### src/rtl/wb_uart_fifo.sv
// Wishbone-slave 8N1 UART with TX/RX FIFOs, run-time baud divisor
// and a maskable level interrupt.
module wb_uart_fifo_buf #(
   parameter int DEPTH = 16,
   parameter int AW    = $clog2(DEPTH),
   parameter int CW    = AW + 1
) (
   input  logic          clk,
   input  logic          rst,
   input  logic          push,
   input  logic [7:0]    din,
   input  logic          pop,
   output logic [7:0]    dout,
   output logic [CW-1:0] count,
   output logic          full,
   output logic          empty
);
   localparam logic [CW-1:0] FULL_CNT = CW'(DEPTH);

   logic [7:0]    mem [DEPTH];
   logic [AW-1:0] wp, rp;
   logic          do_push, do_pop;

   assign full    = (count == FULL_CNT);
   assign empty   = (count == '0);
   // a pop in the same cycle frees the slot for a push into a full FIFO
   assign do_pop  = pop & ~empty;
   assign do_push = push & (~full | pop);
   assign dout    = mem[rp];

   always_ff @(posedge clk) begin
      if (do_push) mem[wp] <= din;
   end

   always_ff @(posedge clk or posedge rst) begin
      if (rst) begin
         wp    <= '0;
         rp    <= '0;
         count <= '0;
      end else begin
         if (do_push) wp <= wp + 1'b1;
         if (do_pop)  rp <= rp + 1'b1;
         case ({do_push, do_pop})
            2'b10:   count <= count + 1'b1;
            2'b01:   count <= count - 1'b1;
            default: count <= count;
         endcase
      end
   end
endmodule

module wb_uart_fifo #(
   parameter int          ADDRWIDTH          = 10,
   parameter int          FIFO_DEPTH         = 16,
   parameter logic [15:0] DEFAULT_DIV        = 16'd103,
   parameter logic [31:0] DEFAULT_READ_VALUE = 32'hBADFABAC
) (
   input  logic                 WB_CLK,
   input  logic                 WB_RST,
   input  logic [ADDRWIDTH-1:0] WBs_ADR,
   input  logic                 WBs_CYC,
   input  logic                 WBs_STB,
   input  logic                 WBs_WE,
   input  logic [3:0]           WBs_BYTE_STB,
   input  logic [31:0]          WBs_WR_DAT,
   output logic [31:0]          WBs_RD_DAT,
   output logic                 WBs_ACK,
   input  logic                 UART_SIN_i,
   output logic                 UART_SOUT_o,
   output logic                 UART_Intr_o
);
   localparam int CW = $clog2(FIFO_DEPTH) + 1;

   typedef enum logic [1:0] {IDLE, START, DATA, STOP} state_t;

   logic          acc, wr, rd;
   logic [2:0]    sel;
   logic [15:0]   div, div_new;
   logic [2:0]    ie;
   logic          rx_ovr, frm_err, tx_ovf, err, tx_idle;
   logic          w1c;
   logic          tx_push, tx_pop, tx_full, tx_empty;
   logic          rx_push, rx_pop, rx_full, rx_empty;
   logic [7:0]    tx_head, rx_head;
   logic [CW-1:0] tx_count, rx_count;
   logic          tx_ovf_set, rx_ovr_set, frm_set;
   logic [31:0]   status, rdat;

   state_t        tx_st, rx_st;
   logic [15:0]   tx_cnt, tx_div, rx_cnt, rx_div;
   logic [7:0]    tx_sh, rx_sh;
   logic [2:0]    tx_bit, rx_bit;
   logic          s1, s2, s3;
   logic [16:0]   half;
   logic          unused;

   assign acc = WBs_CYC & WBs_STB & WBs_ACK;
   assign wr  = acc & WBs_WE;
   assign rd  = acc & ~WBs_WE;
   assign sel = WBs_ADR[4:2];
   assign w1c = wr & (sel == 3'd1) & WBs_BYTE_STB[0];

   assign tx_push    = wr & (sel == 3'd0) & WBs_BYTE_STB[0];
   assign rx_pop     = rd & (sel == 3'd0) & ~rx_empty;
   assign tx_pop     = (tx_st == IDLE) & ~tx_empty;
   assign tx_ovf_set = tx_push & tx_full & ~tx_pop;
   assign rx_ovr_set = rx_push & rx_full & ~rx_pop;
   assign tx_idle    = tx_empty & (tx_st == IDLE);
   assign err        = rx_ovr | frm_err | tx_ovf;
   assign half       = ({1'b0, rx_div} + 17'd1) >> 1;

   assign unused = ^{WBs_ADR[ADDRWIDTH-1:5], WBs_ADR[1:0],
                     WBs_BYTE_STB[3:2], WBs_WR_DAT[31:16], half[16]};

   wb_uart_fifo_buf #(.DEPTH(FIFO_DEPTH)) u_tx_fifo (
      .clk(WB_CLK), .rst(WB_RST), .push(tx_push), .din(WBs_WR_DAT[7:0]),
      .pop(tx_pop), .dout(tx_head), .count(tx_count),
      .full(tx_full), .empty(tx_empty)
   );

   wb_uart_fifo_buf #(.DEPTH(FIFO_DEPTH)) u_rx_fifo (
      .clk(WB_CLK), .rst(WB_RST), .push(rx_push), .din(rx_sh),
      .pop(rx_pop), .dout(rx_head), .count(rx_count),
      .full(rx_full), .empty(rx_empty)
   );

   assign status = {8'd0, 8'(tx_count), 8'(rx_count), 2'd0,
                    tx_ovf, frm_err, rx_ovr, tx_idle, tx_full, ~rx_empty};

   always_comb begin
      rdat = '0;
      if (WBs_ACK) begin
         case (sel)
            3'd0:    rdat = rx_empty ? 32'd0 : {24'd0, rx_head};
            3'd1:    rdat = status;
            3'd2:    rdat = {16'd0, div};
            3'd3:    rdat = {29'd0, ie};
            default: rdat = DEFAULT_READ_VALUE;
         endcase
      end
   end
   assign WBs_RD_DAT = rdat;

   always_comb begin
      div_new[15:8] = WBs_BYTE_STB[1] ? WBs_WR_DAT[15:8] : div[15:8];
      div_new[7:0]  = WBs_BYTE_STB[0] ? WBs_WR_DAT[7:0]  : div[7:0];
   end

   always_ff @(posedge WB_CLK or posedge WB_RST) begin
      if (WB_RST) begin
         WBs_ACK     <= 1'b0;
         div         <= DEFAULT_DIV;
         ie          <= 3'd0;
         rx_ovr      <= 1'b0;
         frm_err     <= 1'b0;
         tx_ovf      <= 1'b0;
         UART_Intr_o <= 1'b0;
      end else begin
         WBs_ACK <= WBs_CYC & WBs_STB & ~WBs_ACK;
         if (wr & (sel == 3'd2))
            div <= (div_new < 16'd3) ? 16'd3 : div_new;
         if (wr & (sel == 3'd3) & WBs_BYTE_STB[0])
            ie <= WBs_WR_DAT[2:0];
         // a set event in the same cycle outranks the clear
         rx_ovr  <= rx_ovr_set | (rx_ovr  & ~(w1c & WBs_WR_DAT[3]));
         frm_err <= frm_set    | (frm_err & ~(w1c & WBs_WR_DAT[4]));
         tx_ovf  <= tx_ovf_set | (tx_ovf  & ~(w1c & WBs_WR_DAT[5]));
         UART_Intr_o <= |(ie & {err, tx_idle, ~rx_empty});
      end
   end

   always_ff @(posedge WB_CLK or posedge WB_RST) begin
      if (WB_RST) begin
         tx_st       <= IDLE;
         UART_SOUT_o <= 1'b1;
         tx_cnt      <= '0;
         tx_div      <= DEFAULT_DIV;
         tx_sh       <= '0;
         tx_bit      <= '0;
      end else begin
         case (tx_st)
            IDLE: if (!tx_empty) begin
               tx_sh       <= tx_head;
               tx_div      <= div;
               tx_cnt      <= '0;
               UART_SOUT_o <= 1'b0;
               tx_st       <= START;
            end
            START: if (tx_cnt == tx_div) begin
               tx_cnt      <= '0;
               tx_bit      <= '0;
               UART_SOUT_o <= tx_sh[0];
               tx_st       <= DATA;
            end else tx_cnt <= tx_cnt + 1'b1;
            DATA: if (tx_cnt == tx_div) begin
               tx_cnt <= '0;
               if (tx_bit == 3'd7) begin
                  UART_SOUT_o <= 1'b1;
                  tx_st       <= STOP;
               end else begin
                  tx_sh       <= tx_sh >> 1;
                  UART_SOUT_o <= tx_sh[1];
                  tx_bit      <= tx_bit + 1'b1;
               end
            end else tx_cnt <= tx_cnt + 1'b1;
            STOP: if (tx_cnt == tx_div) tx_st <= IDLE;
                  else tx_cnt <= tx_cnt + 1'b1;
            default: tx_st <= IDLE;
         endcase
      end
   end

   always_ff @(posedge WB_CLK or posedge WB_RST) begin
      if (WB_RST) begin
         {s1, s2, s3} <= 3'b111;
         rx_st   <= IDLE;
         rx_cnt  <= '0;
         rx_div  <= DEFAULT_DIV;
         rx_sh   <= '0;
         rx_bit  <= '0;
         rx_push <= 1'b0;
         frm_set <= 1'b0;
      end else begin
         {s1, s2, s3} <= {UART_SIN_i, s1, s2};
         rx_push <= 1'b0;
         frm_set <= 1'b0;
         case (rx_st)
            // the detect cycle counts toward the half-bit wait
            IDLE: if (s3 & ~s2) begin
               rx_st  <= START;
               rx_cnt <= 16'd1;
               rx_div <= div;
            end
            START: if (rx_cnt == half[15:0]) begin
               rx_cnt <= '0;
               rx_bit <= '0;
               rx_st  <= s2 ? IDLE : DATA;
            end else rx_cnt <= rx_cnt + 1'b1;
            DATA: if (rx_cnt == rx_div) begin
               rx_cnt <= '0;
               rx_sh  <= {s2, rx_sh[7:1]};
               rx_bit <= rx_bit + 1'b1;
               if (rx_bit == 3'd7) rx_st <= STOP;
            end else rx_cnt <= rx_cnt + 1'b1;
            STOP: if (rx_cnt == rx_div) begin
               rx_st   <= IDLE;
               rx_push <= s2;
               frm_set <= ~s2;
            end else rx_cnt <= rx_cnt + 1'b1;
            default: rx_st <= IDLE;
         endcase
      end
   end
endmodule

### config.mk
export PLATFORM = sky130hd
export DESIGN_NAME = wb_uart_fifo
export DESIGN_NICKNAME = d
export VERILOG_FILES = /design/src/rtl/wb_uart_fifo.sv
export SDC_FILE = /design/constraint.sdc
export NUM_CORES = 1
export LEC_CHECK = 0
export ABC_AREA = 0
export CAP_MARGIN = 20
export CORE_ASPECT_RATIO = 1.5
export CORE_MARGIN = 8
export CORE_UTILIZATION = 38
export DETAILED_ROUTE_END_ITERATION = 8
export PLACE_DENSITY = 0.64
export SLEW_MARGIN = 10
export SYNTH_ARGS = -nofsm -noshare
export SYNTH_HDL_FRONTEND = slang
export SYNTH_SLANG_ARGS = --single-unit
### constraint.sdc
create_clock -name WB_CLK -period 16 [get_ports WB_CLK]
set_clock_uncertainty 0.2 [all_clocks]
set_input_delay 4 -clock WB_CLK [delete_from_list [all_inputs] [get_ports WB_CLK]]
set_output_delay 4 -clock WB_CLK [all_outputs]
set_load 0.1 [all_outputs]
Word level (Yosys, flattened, before mapping)
Memories as Yosys holds them, arrays and structs flattened.
Cells that the tools add are included.
W data, S select, Z words.
- register bits: 146
- RAM bits: 256
- output and inout bits: 35
- memories kept: 2
- memory list (memory ; words ; bits a word ; read ports ; clocked after Yosys merged registers in ; write ports ; line ; source):
    u_rx_fifo.mem ; 16 ; 8 ; 1 ; 0 ; 1 ; 20 ; logic [7:0] mem [DEPTH];
    u_tx_fifo.mem ; 16 ; 8 ; 1 ; 0 ; 1 ; 20 ;
- add/subtract/negate cells: 13
- $lt $le $gt $ge: 1
- equality and inequality tests: 33
- multiplexer cells: 54
- bitwise logic cells: 51
- reduce and logical (&&, ||, !) cells: 24
- operators with widths (cell ; number):
    $mux W16 ; 8
    $pmux W32 S4 ; 1
    $pmux W16 S4 ; 1
    $eq A16 B16 Y1 ; 3
    $mux W8 ; 6
    $pmux W16 S3 ; 1
    $add A16 B1 Y16 const B ; 2
    $mux W32 ; 1
    $and A1 B1 Y1 ; 31
    $ne A2 B2 Y1 const B ; 13
    $mux W2 ; 11
    $pmux W5 S2 ; 2
    $add A16 B1 Y17 const B ; 1
    $add A4 B1 Y4 const B ; 4
    $lt A16 B2 Y1 const B ; 1
    $pmux W2 S4 ; 2
    $pmux W8 S2 ; 1
    $mux W3 ; 5
    $eq A2 B2 Y1 const B ; 6
    $mux W1 ; 12
    $not A1 Y1 ; 12
    $pmux W3 S2 ; 2
    $reduce_and A4 Y1 ; 3
    $add A5 B1 Y5 const B ; 2
    20 further kinds ; 45

Logic depth before layout (Yosys ltp)
- depth in word-level cells: 9
- mapped depth: 18
- gate-level depth less buffers: 16

Cells and area by module
A second synthesis with hierarchy kept.
- cells, all modules: 1398
- area total of the unflattened synthesis: 18750.5 um2
- modules (own cells, without submodules) (module ; times used ; cells each ; area an instance (um2)):
    wb_uart_fifo_buf ; 2 ; 333 ; 5801.8
    wb_uart_fifo ; 1 ; 732 ; 7146.9

Worst setup path before layout
No wires, ideal clock.
- kind: input to output
- start point: input WBs_ADR[2]
- end point: output WBs_RD_DAT[3]
- data arrival time: 7225 ps
- path slack: 4575 ps
- stages on the path: 5
- buffers on the path: 2
- cell sequence: clkbuf_1 -> nor2b_1 -> clkbuf_1 -> a221oi_1 -> a21boi_0
- longest elaborated chain between the ends: 3
- elaborated cells between the ends (all ways): 6
- RTL lines (element ; line ; source):
    from (decl) ; 60 ; input logic [ADDRWIDTH-1:0] WBs_ADR,
    $eq A3 B2 Y1, or another cell as far along ; 133 ; case (sel)
    $pmux W32 S4 * ; 133 ;
    $mux W32 * ; 132 ; if (WBs_ACK) begin
    to (decl) ; 66 ; output logic [31:0] WBs_RD_DAT,
Mark *: on every way between the ends. The rest lies on a longest branch, timed or not.

Final worst setup path
- start point: input WBs_ADR[4]
- end point: output WBs_RD_DAT[5]
Same word-level chain as after synthesis.

==> metrics.md <==
| Metric | Value |
|---|---|
| Result of the run | completed |
| Vias in the first global route | 11100 |
| Class of the tightest hold or removal check | reg2reg |
| Post-Place Cell Area | 19500 µm² |
| Total core area | 47700 µm² |
| Detailed-route DRC error count | 0 |
| Max-cap violation count | 0 |
| Global-route met3 utilization | 2.13% |
| CTS max path bufs | 3 |
| Hold-fix buffers, CTS | 0 |
| Max stage delay on crit path | 1.26 ns |
| Grt met2 use | 27.2% |
| Clock edge transition at the registers on the reported setup and hold paths | 0.06 ns |
| Worst setup EP type | output pin |
| Congestion Overflow GR | 0 |
| TritonCTS clock tree | built |
| DP Worst Slack | 4.03 ns |
| Netlist area before placement | 18400 µm² |
| Number of primary I/O pins | 87 |
| Path type of the worst setup path | in2out |
| Share of post-route cells with drive strength above 1 | 17.9% |
| Post-route worst hold slack | 0.154 ns |
| Routability Congestion | 0.826 |
| EDFF count, synth | 256 |
| Layout overhead on the synthesized area | 12.7% |
| Yosys reg bits | 402 |
| Die Footprint | 55800 µm² |
| Clock sinks | 402 |
| Routed length per instance | 20.4 µm |
| Filler cell count | 4217 |
| Post-synthesis sequential area ratio | 61.9% |
| Syn avg cell area | 14.1 µm² |
| Global-route wire length before repair | 63400 µm |
| Most common cell after layout, fill and taps aside | edfxtp_1 |
| Pin count of the biggest net entering global routing | 75 |
| Maximum vdd drop | 0.0836 mV |
| Primary flip-flop cell chosen by synthesis mapping | edfxtp_1 |
| Antenna violations before repair | 1 |
| Post-Layout Inst Area | 20700 µm² |
| Slew HR | 33.7% |
| RSZ-0062 raised after global routing | false |
| IO buf count | 57 |
| Critical Path Most Common Cell | clkdlybuf4s50_1 |
| Initial Util | 38.5% |
| Static leakage | 7.60 nW |
| Worst path setup slack after routing | 4.21 ns |
| Floorplan row count | 98 |
| Global route hottest layer | met2 |
| Met1 Resource Use GR | 15.9% |
| Number of warnings issued by yosys | 0 |
| Vias per cell | 5.35 |
| Placed wire-length estimate | 28500 µm |
| Required time at the endpoint of the critical path | 11.80 ns |
| Accumulated negative setup slack | 0 ns |
| Hold violation total from the final report | 0 |
| Routed wire length | 40300 µm |
| Iteration-0 DRC count of the detailed router | 625 |
| GRT Util Overall | 14.5% |
| Level count of the clock H-tree | 2 |
| Number of gates given a new drive strength after cts | 0 |
| Combined flip-flop and latch cell area | 11400 µm² |
| Area contributors post-synth | edfxtp_1, dfrtp_1, mux4_2 |
| Pre-Repair DR Iteration Count | 5 |
| Buffers inserted by post-CTS timing repair | 0 |
| Setup violators final | 0 |
| Most used cells in the layout excluding fill and tap cells | edfxtp_1, dfrtp_1, nand2_1, nor2_1 |
| Slowest cell on the critical path | clkdlybuf4s50_1 |
| Proportion of netlist area held by the largest area contributor | 41.8% |
| Async SR Flop Fraction | 36.3% |
| Worst path bufs/invs | 2 |
| Worst-Margin Slew | 0.991 ns |
| Clock period minus worst slack | 11.79 ns |
| Count of distinct cell types in the synthesized netlist | 71 |
| Area used by multi-input combinational logic | 6510 µm² |
| Power density of the placed cells | 147 nW/µm² |
| Remaining antenna violation count after routing | 0 |
| Clock latency on the worst-skew pair | 0.54 ns |
| Root cell of the clock tree | clkbuf_16 |
| Via count | 10600 |
| Final Cycle Share | 73.7% |
| Cell count after synthesis | 1301 |
| Critical path arrival | 7.59 ns |
| Max Clk Rate | 84.8 MHz |
| Post-synth top area cell | edfxtp_1 |
| Horizontal die dimension | 196 µm |
| Die Span Y | 285 µm |
| Fin. max-slew vios | 0 |
| Family with the most delay on the worst path | buffers and inverters |
| Highest fanout seen on the critical path | 20 |
| NumNets Final | 1429 |
| Crit start category | input pin |
| Design Power | 0.00304 W |
| Number of clock buffers inserted by TritonCTS | 39 |
| List of cells traversed by the critical path | clkdlybuf4s50_1 > nor4_4 > o211ai_1 > a21boi_0 > clkdlybuf4s50_1 |
-- through the flow --
step,cells,utilization [%]
floorplan,1304,-
global placement,1902,40.8
detailed placement,1902,40.8
CTS,1973,43.4
global route,1975,43.4
finish,1976,43.4
-- cell families after synthesis --
group / share of synthesized area [%]
compound gates: 5.72
xor+xnor: 4.34
fa+ha+maj: 2.33
buf+inv: 2.81
flops: 61.9
mux: 12.9
other cells: 0.0204
simple gates: 9.98
-- final timing paths --
check | startpoint | slack, ns | depth (start not counted) | end
min reg2reg | s1 | 0.15 | 0 | s2
min in group asynchronous | WB_RST | 3.74 | 2 | div[10]
min | s1 | 0.15 | 0 | s2
max in group asynchronous | WB_RST | 10.32 | 3 | u_rx_fifo.rp[0]
max | WBs_ADR[4] | 4.21 | 5 | WBs_RD_DAT[5]
max reg2reg | WBs_ACK | 11.94 | 11 | u_tx_fifo.count[4]
-- cell type report --
type	instances	share of cell area, %
antenna	2	0.0242
timing repair buffer	80	3.59
tap	600	3.62
sequential	402	54.9
clock buffer	53	5.21
multi-input combinational	792	31.4
inverter	29	0.574
clock inverter	18	0.689
-- Yosys cell counts, types with 6 or more instances --
master / n
a211oi_1: 6
a21boi_0: 10
a21o_1: 12
a21oi_1: 39
a221oi_1: 8
a22o_1: 8
a22oi_1: 9
and2_1: 10
and3_1: 19
buf_1: 9
buf_2: 14
buf_4: 17
clkbuf_1: 37
dfrtp_1: 127
dfstp_2: 19
edfxtp_1: 256
ha_1: 31
inv_1: 27
mux2_2: 55
mux2i_1: 25
mux4_2: 67
nand2_1: 124
nand2b_1: 16
nand3_1: 21
nand4_1: 22
nor2_1: 71
nor2b_1: 20
nor3_1: 17
nor4_1: 11
o211ai_1: 8
o21ai_0: 32
xnor2_1: 67
xor2_1: 24
-- registers in the layout, indices dropped and copies added, names as in the netlist, 2 cells and up, named ones only --
signal,count
u_rx_fifo.mem,128
u_tx_fifo.rp,4
rx_bit,3
tx_bit,3
u_tx_fifo.count,5
tx_cnt,16
tx_sh,8
rx_sh,8
rx_div,16
u_rx_fifo.count,5
u_rx_fifo.rp,4
u_tx_fifo.mem,128
ie,3
tx_st,2
u_tx_fifo.wp,4
u_rx_fifo.wp,4
tx_div,16
rx_cnt,16
div,16
-- report_power, final --
| part | total [W] | internal (W) | switching, W |
|---|---|---|---|
| Clock | 0.000889 | 0.000496 | 0.000394 |
| Combinational | 0.000809 | 0.000351 | 0.000458 |
| Sequential | 0.00134 | 0.00121 | 0.000130 |
| Total | 0.00304 | 0.00206 | 0.000981 |
-- metal layers --
metal  vias to the layer above  share of wire [%]
met5                         -                  0
met4                         0                3.8
met3                        79                4.4
met2                       212                 54
met1                      5366                 38
li1                       4907                  -
No activity file was read; power rests on OpenSTA's default activity.
==> RTL edit 1 (config.mk and constraints unchanged) <==
One comparison of `count` changes from == to >=.
--- a/src/rtl/wb_uart_fifo.sv
+++ b/src/rtl/wb_uart_fifo.sv
@@ -21,7 +21,7 @@
    logic [AW-1:0] wp, rp;
    logic          do_push, do_pop;
 
-   assign full    = (count == FULL_CNT);
+   assign full    = (count >= FULL_CNT);
    assign empty   = (count == '0);
    // a pop in the same cycle frees the slot for a push into a full FIFO
    assign do_pop  = pop & ~empty;
Function: no difference found for any inputs over 4 cycles, from zero or initial values and one cycle with WB_RST high; that may be too few to reach the edited logic, so the function may still have changed.
==> RTL edit 1 against the original RTL <==
  * Die area up 0.80%
  * Design area up 1.3%
  * First-iteration DRC count up 30%
  * Critical path depth up 1
  * Largest cell class unchanged
  * Wire length up 2.6%
  * Sequential share of layout area down 0.68 points
  * Largest power group unchanged
  * Non-clock buffer count up 6
  * Total power up 2.2%
  * Sequential cell count unchanged
  * Synthesized cell count up 1.8%
  * Setup slack better by 0.19 ns
  * Synthesized area up 0.86%
==> RTL edit 1: results <==
{
  "cp-endpoint": "WBs_RD_DAT[1]",
  "place_ws_ns": 4.17,
  "dp_hpwl_um": 29300,
  "holdWs_ns": 0.164,
  "synthTopCellsByArea": "edfxtp_1, dfrtp_1, mux4_2",
  "seq_cells": 402,
  "synth.distinct_cells": 75,
  "reg2reg_slack_ns": 11.89,
  "drt_first_iter_violations": 810,
  "multi_input_area_share_pct": 31.4,
  "globalRouteTotalUtil_pct": 14.9,
  "cts_buffers": 38,
  "status": "completed",
  "ir_worst_vdd_mv": 0.0969,
  "ys_seq_area_share_pct": 61.3,
  "reg2reg_depth": 14,
  "critPathMaxStageDelay_ns": 1.23,
  "yosys.area_share.xor_xnor_pct": 3.97,
  "power_combinational_w": 0.000795,
  "buffer_area_share_pct": 3.74,
  "swShare_pct": 31.9,
  "n_fill_cell": 4346,
  "grt_pass1_wl_um": 65700,
  "seq_area_um2": 11400,
  "synth_common_cells": "edfxtp_1, nand2_1, dfrtp_1",
  "synthAdderAreaFrac_pct": 2.31,
  "drt_wl_total_um": 41400,
  "grt_start_max_net_pins": 105,
  "comb.multi_input.count": 796,
  "synth_compound_area_share_pct": 5.69,
  "clkbuf_count": 55
}
==> RTL edit 1: cell count changes in the layout (fill, tap and decap cells not counted), moves of 10 or more <==
cell      change
a21oi_1      -14
inv_1        +10
mux2i_1      -19
mux4_2       +13
nand2_1      +36
nand2b_1     -10
==> RTL edit 1: metal layers <==
metal | GRT usage (%) | wire length (um)
met1 | 16.9 | 15900
met2 | 27.9 | 22700
met3 | 2.13 | 1380
met4 | 5.58 | 1340
met5 | 0 | 22
==> RTL edit 1: stage by stage <==
| stage | instances | utilization [%] | total power (W) | instance area, um^2 |
|---|---|---|---|---|
| 4_1_cts | 2046 | 43.3 | 0.00314 | 21000 |
| 5_1_grt | 2047 | 43.3 | 0.00328 | 21000 |
| 3_5_place_dp | 1976 | 40.7 | 0.00222 | 19700 |
| 6_report | 2048 | 43.3 | 0.00311 | 21000 |
| 2_1_floorplan | 1327 | - | 0.00199 | 18500 |
| 3_3_place_gp | 1975 | 40.7 | 0.00219 | 19700 |
==> RTL edit 1: logic make-up (layout without fill, tap and decap cells) <==
| family | Yosys count | count (layout) |
|---|---|---|
| AOI/OAI and AO/OA | 143 | 143 |
| xor gates and xnor gates | 84 | 84 |
| adders and majority gates | 33 | 33 |
| buffers and inverters | 129 | 193 |
| DFF | 402 | 402 |
| muxes | 138 | 138 |
| other | 1 | 5 |
| and+or+nand+nor | 394 | 394 |
==> RTL edit 1: worst reg2reg max path, delay by kind of cell (launching register included) <==
kind                     cells  cell delay, ns
AND/OR/NAND/NOR              5            1.60
flip-flops                   1            0.79
adder cells (fa/ha/maj)      2            0.49
AO/OA/AOI/OAI                2            0.34
XOR/XNOR                     2            0.29
buffers and inverters        3            0.29
==> RTL edit 2 (same flow settings) <==
Without the edit above. Set the parameter `FIFO_DEPTH` to 32 (it was 16).
--- a/src/rtl/wb_uart_fifo.sv
+++ b/src/rtl/wb_uart_fifo.sv
@@ -51,7 +51,7 @@
 
 module wb_uart_fifo #(
    parameter int          ADDRWIDTH          = 10,
-   parameter int          FIFO_DEPTH         = 16,
+   parameter int          FIFO_DEPTH         = 32,
    parameter logic [15:0] DEFAULT_DIV        = 16'd103,
    parameter logic [31:0] DEFAULT_READ_VALUE = 32'hBADFABAC
 ) (
Check against the original RTL: no difference found for any inputs over 4 cycles, from zero or initial values and one cycle with WB_RST high; that may be too few to reach the edited logic, so the function may still have changed.
==> RTL edit 2 against the original RTL <==
  * Design area rose by 56%
  * Setup slack improved by 0.32 ns
  * Total power rose by 47%
  * Highest routed layer is now met5
  * Sequential cell count rose by 262
  * Critical path type unchanged
  * Sequential power rose by 58%
  * Wire length rose by 64%
  * Synthesized cell count rose by 37%
  * Synthesized area rose by 56%
==> RTL edit 2: results <==
{
  "synth_cells": 1776,
  "vias": 15367,
  "grt_start_max_net_pins": 99,
  "drt_first_iter_violations": 1122,
  "synth_common_cells": "edfxtp_1, mux4_2, nor2_1",
  "antenna_found_initial": 6,
  "synthAdderAreaFrac_pct": 1.43,
  "cp.arrival_ns": 7.27,
  "globalplace.congestion": 0.832,
  "ir_worst_vdd_mv": 0.0975,
  "via_per_inst": 5.36,
  "synthMuxAreaShare_pct": 15.1,
  "critPathMaxStageDelay_ns": 1.13,
  "layout-drive-gt1-share_pct": 19.6,
  "grt_pass1_wl_um": 99300,
  "nets": 1896,
  "wl_met1_um": 26100,
  "synth_compound_area_share_pct": 4.34,
  "cp_max_fo": 15,
  "p_leak_nw": 10.9,
  "grt_pass1_vias": 15939,
  "detail_route.first_pass.iterations": 7,
  "ys_seq_area_share_pct": 67.1,
  "globalRouteTotalUtil_pct": 15.4,
  "synthArstFlopShare_pct": 22.9,
  "place_inst": 2744,
  "n_fill_cell": 6669,
  "yosys.area_share.xor_xnor_pct": 2.39,
  "insertion_delay_ns": 0.67,
  "synthTopCellsByArea": "edfxtp_1, mux4_2, dfrtp_1",
  "reg_top3": "u_rx_fifo.mem: 256 flops, u_tx_fifo.mem: 256 flops",
  "slew_headroom_pct": 26.1,
  "swShare_pct": 29.6,
  "cts_buffers": 60,
  "status": "completed",
  "dp_hpwl_um": 43300,
  "wl_met3_um": 3230,
  "maxUsedRoutingLayer": "met5"
}
[RTL edit 2: cell types whose count changed after synthesis, moves of 7 or more]
cell | before | now
edfxtp_1 | 256 | 512
clkbuf_1 | 37 | 72
mux2_2 | 55 | 45
and3_1 | 19 | 7
mux4_2 | 67 | 160
buf_1 | 9 | 21
a21boi_0 | 10 | 2
o21ai_0 | 32 | 62
xor2_1 | 24 | 15
nor2_1 | 71 | 139
or3_1 | 4 | 11
[RTL edit 2: cell families after synthesis]
kind of cell | Yosys count
AO/OA/AOI/OAI | 191
AND/OR/NAND/NOR | 439
multiplexers | 227
other | 1
XOR/XNOR | 78
buffers and inverters | 144
adder cells (fa/ha/maj) | 32
flip-flops | 664
[RTL edit 2: cell type report]
class | count | area share [%]
clock buffers | 77 | 4.92
flip-flops and latches | 664 | 59.6
multi-input cells | 970 | 27.3
diodes | 3 | 0.0233
well taps | 1000 | 3.88
clock inverters | 36 | 1.14
repair buffers | 87 | 2.83
inverters | 29 | 0.353
[RTL edit 2: stage by stage]
step                      hold slack (ns)  setup WS [ns]  power (W)  instance area [um^2]
final                               0.160           4.53    0.00449                 32300
after global routing                0.168           4.42    0.00468                 32200
after CTS                           0.161           4.60    0.00452                 32100
after detailed placement            0.152           4.63    0.00310                 30100
after global placement              0.148           4.64    0.00307                 30100
after floorplan                     0.145           5.08    0.00282                 28600
[RTL edit 2: path summary, 6_finish.rpt]
| path | start | end | slack [ns] | depth (start not counted) |
|---|---|---|---|---|
| max | WBs_ADR[3] | WBs_RD_DAT[3] | 4.53 | 6 |
| min | s1 | s2 | 0.16 | 0 |
| max reg2reg | u_rx_fifo.count[3] | u_rx_fifo.count[5] | 11.41 | 16 |
| min reg2reg | s1 | s2 | 0.16 | 0 |
| max in group asynchronous | WB_RST | u_rx_fifo.rp[0] | 10.51 | 3 |
| min in group asynchronous | WB_RST | tx_bit[0] | 3.75 | 2 |
[RTL edit 2: power by group through the flow]
stage	clock, W	combinational (W)	sequential (W)
floorplan	0	0.000770	0.00205
global placement	0	0.000896	0.00217
detailed placement	0	0.000928	0.00218
CTS	0.00145	0.000930	0.00214
global route	0.00151	0.00102	0.00214
finish	0.00142	0.000940	0.00212
[RTL edit 2: layer usage]
metal / track usage (%) / vias up
met4: 5.30 / 4
met3: 3.10 / 90
met2: 27.5 / 349
met5: 0 / -
met1: 18.3 / 8027
li1: - / 6897
